$ cat src/rtl/scan_demux_if.sv
// Pin-side bundle for scan_demux: raw active-low pull-up inputs in, registered one-hot outputs out.
interface scan_demux_if #(
  parameter int SEL_W = 2
);
  localparam int OUT_N = 2**SEL_W;

  logic [SEL_W-1:0] sel_n;
  logic             din_n;
  logic             mode_n;
  logic [OUT_N-1:0] out;
  logic [SEL_W-1:0] ch;
  logic             chg;

  modport master (output sel_n, din_n, mode_n, input out, ch, chg);
  modport slave  (input sel_n, din_n, mode_n, output out, ch, chg);
endinterface

$ cat src/rtl/scan_demux.sv
// 1-to-2^SEL_W demux with synchronised/debounced pull-up inputs and an auto-scan mode.
// Define SCAN_DEMUX_DEBOUNCE_EN to include the per-bit debounce counters.
module scan_demux #(
  parameter int SEL_W      = 2,
  parameter int DEB_CYCLES = 16,
  parameter int SCAN_DIV   = 16000000
) (
  input logic        CLK,
  input logic        RST_N,
  scan_demux_if.slave pins
);
  localparam int OUT_N = 2**SEL_W;
  localparam int NB    = SEL_W + 2;  // {mode, din, sel}
  localparam int PW    = (SCAN_DIV > 1) ? $clog2(SCAN_DIV) : 1;

  localparam logic [0:0] ST_MANUAL = 1'b0;
  localparam logic [0:0] ST_SCAN   = 1'b1;

  // Synchroniser holds pin levels, so reset to 1 means "released"
  logic [NB-1:0] s1_q, s2_q, syn, acc;

  always_ff @(posedge CLK) begin
    if (!RST_N) begin
      s1_q <= '1;
      s2_q <= '1;
    end else begin
      s1_q <= {pins.mode_n, pins.din_n, pins.sel_n};
      s2_q <= s1_q;
    end
  end

  assign syn = ~s2_q;

`ifdef SCAN_DEMUX_DEBOUNCE_EN
  localparam int CW = $clog2(DEB_CYCLES + 1);

  logic [NB-1:0][CW-1:0] cnt_q, cnt_d;
  logic [NB-1:0]         acc_q, acc_d;

  // A bit differing from its accepted value can only flip back to it, so
  // equality alone covers "changed again" for the counter clear.
  always_comb begin
    cnt_d = cnt_q;
    acc_d = acc_q;
    for (int b = 0; b < NB; b++) begin
      if (syn[b] == acc_q[b]) begin
        cnt_d[b] = '0;
      end else if (cnt_q[b] == CW'(DEB_CYCLES - 1)) begin
        acc_d[b] = syn[b];
        cnt_d[b] = '0;
      end else begin
        cnt_d[b] = cnt_q[b] + CW'(1);
      end
    end
  end

  always_ff @(posedge CLK) begin
    if (!RST_N) begin
      cnt_q <= '0;
      acc_q <= '0;
    end else begin
      cnt_q <= cnt_d;
      acc_q <= acc_d;
    end
  end

  assign acc = acc_q;
`else
  assign acc = syn;
`endif

  logic [SEL_W-1:0] sel_a;
  logic             din_a, mode_a;

  assign sel_a  = acc[SEL_W-1:0];
  assign din_a  = acc[SEL_W];
  assign mode_a = acc[SEL_W+1];

  logic [0:0]       st_q, st_d;
  logic [SEL_W-1:0] ch_q, ch_d;
  logic [PW-1:0]    psc_q, psc_d;
  logic [OUT_N-1:0] out_q;
  logic             chg_q;

  // In SCAN, ch_q itself is the scan counter; mode exit beats a due step.
  always_comb begin
    st_d  = st_q;
    ch_d  = ch_q;
    psc_d = psc_q;
    case (st_q)
      ST_MANUAL: begin
        if (mode_a) begin
          st_d  = ST_SCAN;
          psc_d = '0;
        end else begin
          ch_d = sel_a;
        end
      end
      default: begin
        if (!mode_a) begin
          st_d  = ST_MANUAL;
          ch_d  = sel_a;
          psc_d = '0;
        end else if (psc_q == PW'(SCAN_DIV - 1)) begin
          psc_d = '0;
          ch_d  = ch_q + SEL_W'(1);
        end else begin
          psc_d = psc_q + PW'(1);
        end
      end
    endcase
  end

  always_ff @(posedge CLK) begin
    if (!RST_N) begin
      st_q  <= ST_MANUAL;
      ch_q  <= '0;
      psc_q <= '0;
      out_q <= '0;
      chg_q <= 1'b0;
    end else begin
      st_q  <= st_d;
      ch_q  <= ch_d;
      psc_q <= psc_d;
      out_q <= din_a ? (OUT_N'(1) << ch_q) : '0;
      chg_q <= (ch_d != ch_q);
    end
  end

  assign pins.out = out_q;
  assign pins.ch  = ch_q;
  assign pins.chg = chg_q;
endmodule

$ cat src/flat_wrapper.sv
// flat-port wrapper written by rule: the top's interface ports become plain ports
module scan_demux_flat 
#(
  parameter int SEL_W      = 2,
  parameter int DEB_CYCLES = 16,
  parameter int SCAN_DIV   = 16000000
)
  (CLK, RST_N, pins_sel_n, pins_din_n, pins_mode_n, pins_out, pins_ch, pins_chg);
  scan_demux_if #(.SEL_W(SEL_W)) pins_i ();
  input logic CLK;
  input logic RST_N;
  input wire logic [$bits(pins_i.sel_n)-1:0] pins_sel_n;
  input wire logic [$bits(pins_i.din_n)-1:0] pins_din_n;
  input wire logic [$bits(pins_i.mode_n)-1:0] pins_mode_n;
  output wire logic [$bits(pins_i.out)-1:0] pins_out;
  output wire logic [$bits(pins_i.ch)-1:0] pins_ch;
  output wire logic [$bits(pins_i.chg)-1:0] pins_chg;
  assign pins_i.sel_n = pins_sel_n;
  assign pins_i.din_n = pins_din_n;
  assign pins_i.mode_n = pins_mode_n;
  assign pins_out = pins_i.out;
  assign pins_ch = pins_i.ch;
  assign pins_chg = pins_i.chg;
  scan_demux #(.SEL_W(SEL_W), .DEB_CYCLES(DEB_CYCLES), .SCAN_DIV(SCAN_DIV)) u_core (.CLK(CLK), .RST_N(RST_N), .pins(pins_i));
endmodule
$ cat config.mk
export PLATFORM = sky130hd
export DESIGN_NAME = scan_demux_flat
export DESIGN_NICKNAME = d
export VERILOG_FILES = /design/src/rtl/scan_demux_if.sv /design/src/rtl/scan_demux.sv /design/src/flat_wrapper.sv
export SDC_FILE = /design/constraint.sdc
export NUM_CORES = 1
export LEC_CHECK = 0
export ABC_AREA = 1
export CAP_MARGIN = 25
export CORE_UTILIZATION = 55
export DETAILED_ROUTE_END_ITERATION = 16
export GPL_ROUTABILITY_DRIVEN = 0
export PLACE_DENSITY_LB_ADDON = 0.08
export SLEW_MARGIN = 25
export SYNTH_ARGS = -nofsm -noshare
export SYNTH_HDL_FRONTEND = slang
export SYNTH_SLANG_ARGS = --single-unit
$ cat constraint.sdc
create_clock -name CLK -period 1.8 [get_ports CLK]
set_input_delay 0.45 -clock CLK [delete_from_list [all_inputs] [get_ports CLK]]
set_output_delay 0.45 -clock CLK [all_outputs]
set_load 0.01 [all_outputs]
**Word level (Yosys, flattened, before mapping)**

Index checks and enable logic that the tools add are counted.

- Bits in registers: 40
- Output and inout port bits: 7
- Word-level logic and storage cells: 24

- Add/sub/neg operators: 2
- Eq/ne operators: 2
- Shift-type cells: 1
- Mux-type cells: 9
- Bitwise operators: 1
- Reduce and logical (&&, ||, !) cells: 2

Operators with widths:

| cell | number |
|---|---|
| 2-to-1 mux 24 bit | 4 |
| adder 24 x 1 -> 24 bit, second input constant | 1 |
| equality test 24 bit, second input constant | 1 |
| 2-to-1 mux 2 bit | 4 |
| inverter 4 bit | 1 |
| << shifter 1 x 2 -> 4 bit, first input constant | 1 |
| adder 2 x 1 -> 2 bit, second input constant | 1 |
| inequality test 2 bit | 1 |
| AND reduction 2 bit | 1 |
| nonzero test 2 bit | 1 |
| 2-to-1 mux 1 bit | 1 |

**Longest topological paths before layout**

- Depth in word-level cells: 5
- Mapped depth: 13
- Depth with buffers taken out: 13

**Worst setup path after synthesis**

OpenSTA, ideal clock, no wires.

- Path kind: register -> register
- Start: register u_core.psc_q[0]
- End: register u_core.chg_q, in the netlist u_core.pins.chg
- Setup time: 0.128 ns
- Data arrival time: 1.455 ns
- Slack: 0.217 ns
- Stages on the path, launching flop included: 13
- Path buffers: 0
- Clock period less this slack: 1.583 ns
- Cells stage by stage: dfxtp_1 ha_1 nand3_1 nor2_4 nand3_2 nand2_1 nand2_1 nand2_1 nand2_1 nand2_1 nand2_1 nor2_1 nor2_1

- Word-level cells in the longest chain between the ends: 5

RTL lines:

| item | RTL line | RTL |
|---|---|---|
| from (decl) | scan_demux.sv:81 | `logic [PW-1:0] psc_q, psc_d;` |
| from (signal assigned) | scan_demux.sv:124 | `psc_q <= psc_d;` |
| equality test 24 bit | scan_demux.sv:104 | `end else if (psc_q == PW'(SCAN_DIV - 1)) begin` |
| 2-to-1 mux 2 bit | scan_demux.sv:104 |  |
| 2-to-1 mux 2 bit | scan_demux.sv:100 | `if (!mode_a) begin` |
| 2-to-1 mux 2 bit | scan_demux.sv:90 | `case (st_q)` |
| inequality test 2 bit | scan_demux.sv:126 | `chg_q <= (ch_d != ch_q);` |
| to (signal assigned) | scan_demux.sv:126 |  |
| to (decl) | scan_demux.sv:83 | `logic chg_q;` |

No other way between the ends.
A chain may end at the register's enable or synchronous reset.

**Final worst setup path**

- Start: register u_core.ch_q[1], in the netlist u_core.pins.ch[1]
- End: output pins_ch[1]

RTL lines:

| item | RTL line | RTL |
|---|---|---|
| from (decl) | scan_demux.sv:80 | `logic [SEL_W-1:0] ch_q, ch_d;` |
| from (signal assigned) | scan_demux.sv:123 | `ch_q <= ch_d;` |
| to (decl) | flat_wrapper.sv:16 | `output wire logic [$bits(pins_i.ch)-1:0] pins_ch;` |

No word-level cell between the ends.

==> metrics.txt <==
post-layout util 67.0%; Worst-Skew Late Latency 0.29 ns; Hold Crit Endpoint u_core.s2_q[1]; crit-path leading delay family buffers and inverters; multi-input gate area in the final layout 1120 µm²; Max-cap violations 0; first-pass GRT wire length 7800 µm; GRT overflow 0; I/O Buffers 12; critical path data arrival time 1.23 ns; R2R depth 11; GR Util met2 39.2%; Setup TNS 0 ns; post-synthesis simple-gate area fraction 39.5%; Worst EP required 1.35 ns; Antenna Nets Post-Route 0; vias 1993; number of I/O pins 13; worst hold path depth 1; WL/cell 11.7 µm; Worst Path Buf+Inv 1; clk slew on worst S/H paths 0.07 ns; Fill cells 346; path type of the worst setup path reg2out; VDD IR-drop max 0.623 mV; r2r setup slk 0.14 ns; Final Routed Wirelength 4550 µm; H-tree lvl count 2; clk buf depth 2; Non-Filler Instances 390; syn_nets 325; Syn Inst Count 318; synth-to-layout area growth 16.7%; CP cell instances clkdlybuf4s50_1; initial core utilization 57.4%; post-layout minimum cycle time 1.68 ns; root buf cell clkbuf_8; largest net degree at the start of global routing 24; Post-Syn Area 2100 µm²; Finish-stage setup viols 0; Leak Pwr 0.958 nW; Largest stage delay, worst path 0.55 ns; CTS Hold Bufs 0; DP HPWL 3390 µm; Min-Delay Startpoint u_core.s1_q[1]; Synth Area in XOR/XNOR 0.833%; worst-path fanout max 6; mux contribution to synthesized area 0%; die width 63.8 µm; site row count 22; GRT met3 Usage 3.75%; synthesized area per cell 6.61 µm²; adder-cell share of the synthesized area 0.595%; register area 805 µm²; largest family of logic cells by synthesized area simple AND/OR/NAND/NOR gates; Hold/Removal Path Class reg2reg; Highest Clock Rate 596 MHz; Syn. warnings 0; Power Total 1.64 mW; Critical Path Start Type register; vias in the first global route 1778; Hold Slack 0.413 ns; register bit total from synthesis 40; layout cell share with drive strength beyond 1 15.5%; initial antenna violation count 0; Netlist cell types 28; CTS tree built; Via density 5.11; fin crit share 93.3%; area of the die 4070 µm²; Worst slew margin 74.8%; GRT busiest layer met2; DP Cell Count 382; Die Y-Extent 63.8 µm; sequential cell area fraction in the yosys report 38.1%; critical path capture point type output port; ANT cells 0; Worst R2R End u_core.psc_q[23]; Final Skew 0.0103 ns; post-synthesis compound-gate area fraction 11.3%; Max Slew Vio Count 0; Pwr per Cell Area 669 nW/µm²; area of the core 3660 µm²; gr usage total 24.5%; outcome complete, no violations; Residual DRC 0; DR iter-0 viols 114; GR Util met1 32.8%; first-pass iteration count of the detailed router 5; nets 349; Slowest cell on crit path clkdlybuf4s50_1; Least-Margin Pin Slew 0.377 ns; Fin. Hold Viols 0; Num CTS Buffers 5; reg2reg start u_core.psc_q[0]; CTS Sinks 40
cells by family (layout without fill, tap and decap cells):
| family | after synthesis | after routing |
|---|---|---|
| AND/OR/NAND/NOR | 181 | 181 |
| adder cells (fa/ha/maj) | 1 | 1 |
| flip-flops | 40 | 40 |
| XOR/XNOR | 2 | 2 |
| buffers and inverters | 48 | 72 |
| AO/OA/AOI/OAI | 46 | 46 |
state kept, by name (all words and copies together), names as in the netlist:
signal / count
u_core.pins.ch: 2
u_core.pins.chg: 1
u_core.pins.out: 4
u_core.psc_q: 24
u_core.s1_q: 4
u_core.s2_q: 4
u_core.st_q: 1
cells in the final DEF (no fill, tap or decap), drive strengths merged:
master and count:
xnor2 2, o21ai 16, nor4 2, dfxtp 40, and3 1, o22ai 1
buf 13, clkbuf 7, a21oi 27, nor2 42, nand3 25, nand4 3
or2 8, clkdlybuf4s50 12, nand2 95, nor3b 1, o221ai 1, ha 1
o211ai 1, inv 40, nor3 4
Yosys cell counts (all sizes together):
master  count  area (µm²)
nor2       42         198
o211ai      1        7.51
xnor2       2        17.5
or2         8        50.1
nor3b       1        7.51
nor4        2        12.5
dfxtp      40         801
nand2      95         372
nor3        4        20.0
nand4       3        25.0
a21oi      27         135
nand3      25         140
buf         3        33.8
o21ai      16        80.1
ha          1        12.5
inv        40         150
clkbuf      5        18.8
o22ai       1        6.26
and3        1        6.26
o221ai      1        8.76
how the worst max path moves through the flow:
stage / depth (start not counted) / endpoint / from
2_1_floorplan: 12 / u_core.pins.chg / u_core.psc_q[0]
3_3_place_gp: 10 / u_core.psc_q[17] / u_core.psc_q[1]
3_5_place_dp: 10 / u_core.psc_q[17] / u_core.psc_q[1]
4_1_cts: 10 / u_core.psc_q[17] / u_core.psc_q[1]
5_1_grt: 11 / u_core.psc_q[21] / u_core.psc_q[0]
6_report: 1 / pins_ch[1] / u_core.pins.ch[1]
cell type report:
type,instances,area share (%)
sequential,40,32.8
timing repair buffer,25,8.88
clock buffer,7,3.93
inverter,40,6.22
multi-input combinational,230,45.7
tap,48,2.45
where the power goes:
group          switching (mW)  internal (mW)  leakage, nW  total (mW)
Combinational          0.0506         0.0450        0.582      0.0956
Sequential            0.00709          0.899        0.326       0.906
Clock                   0.299          0.341       0.0503       0.640
routing by layer:
layer / share of wire, % / up-vias
met2: 44 / 47
met4: 1.9 / 0
met1: 50 / 886
met3: 4.3 / 9
met5: 0 / -
li1: - / 1051
metrics by stage:
stage / worst slack, ns / area (µm²)
after floorplan: 0.217 / 2100
after CTS: 0.0225 / 2420
after global routing: -0.00872 / 2450
after global placement: 0.0691 / 2320
final: 0.121 / 2450
after detailed placement: 0.000940 / 2320
what timing repair did:
item                                   4_1_cts  5_1_grt
endpoints found under the hold margin        0        0
pin swaps                                    1        1
gates resized for setup                      0        9
setup endpoints to repair                    1       16
buffers inserted                             1        0
Note: power is estimated with default switching activity, not from simulation.
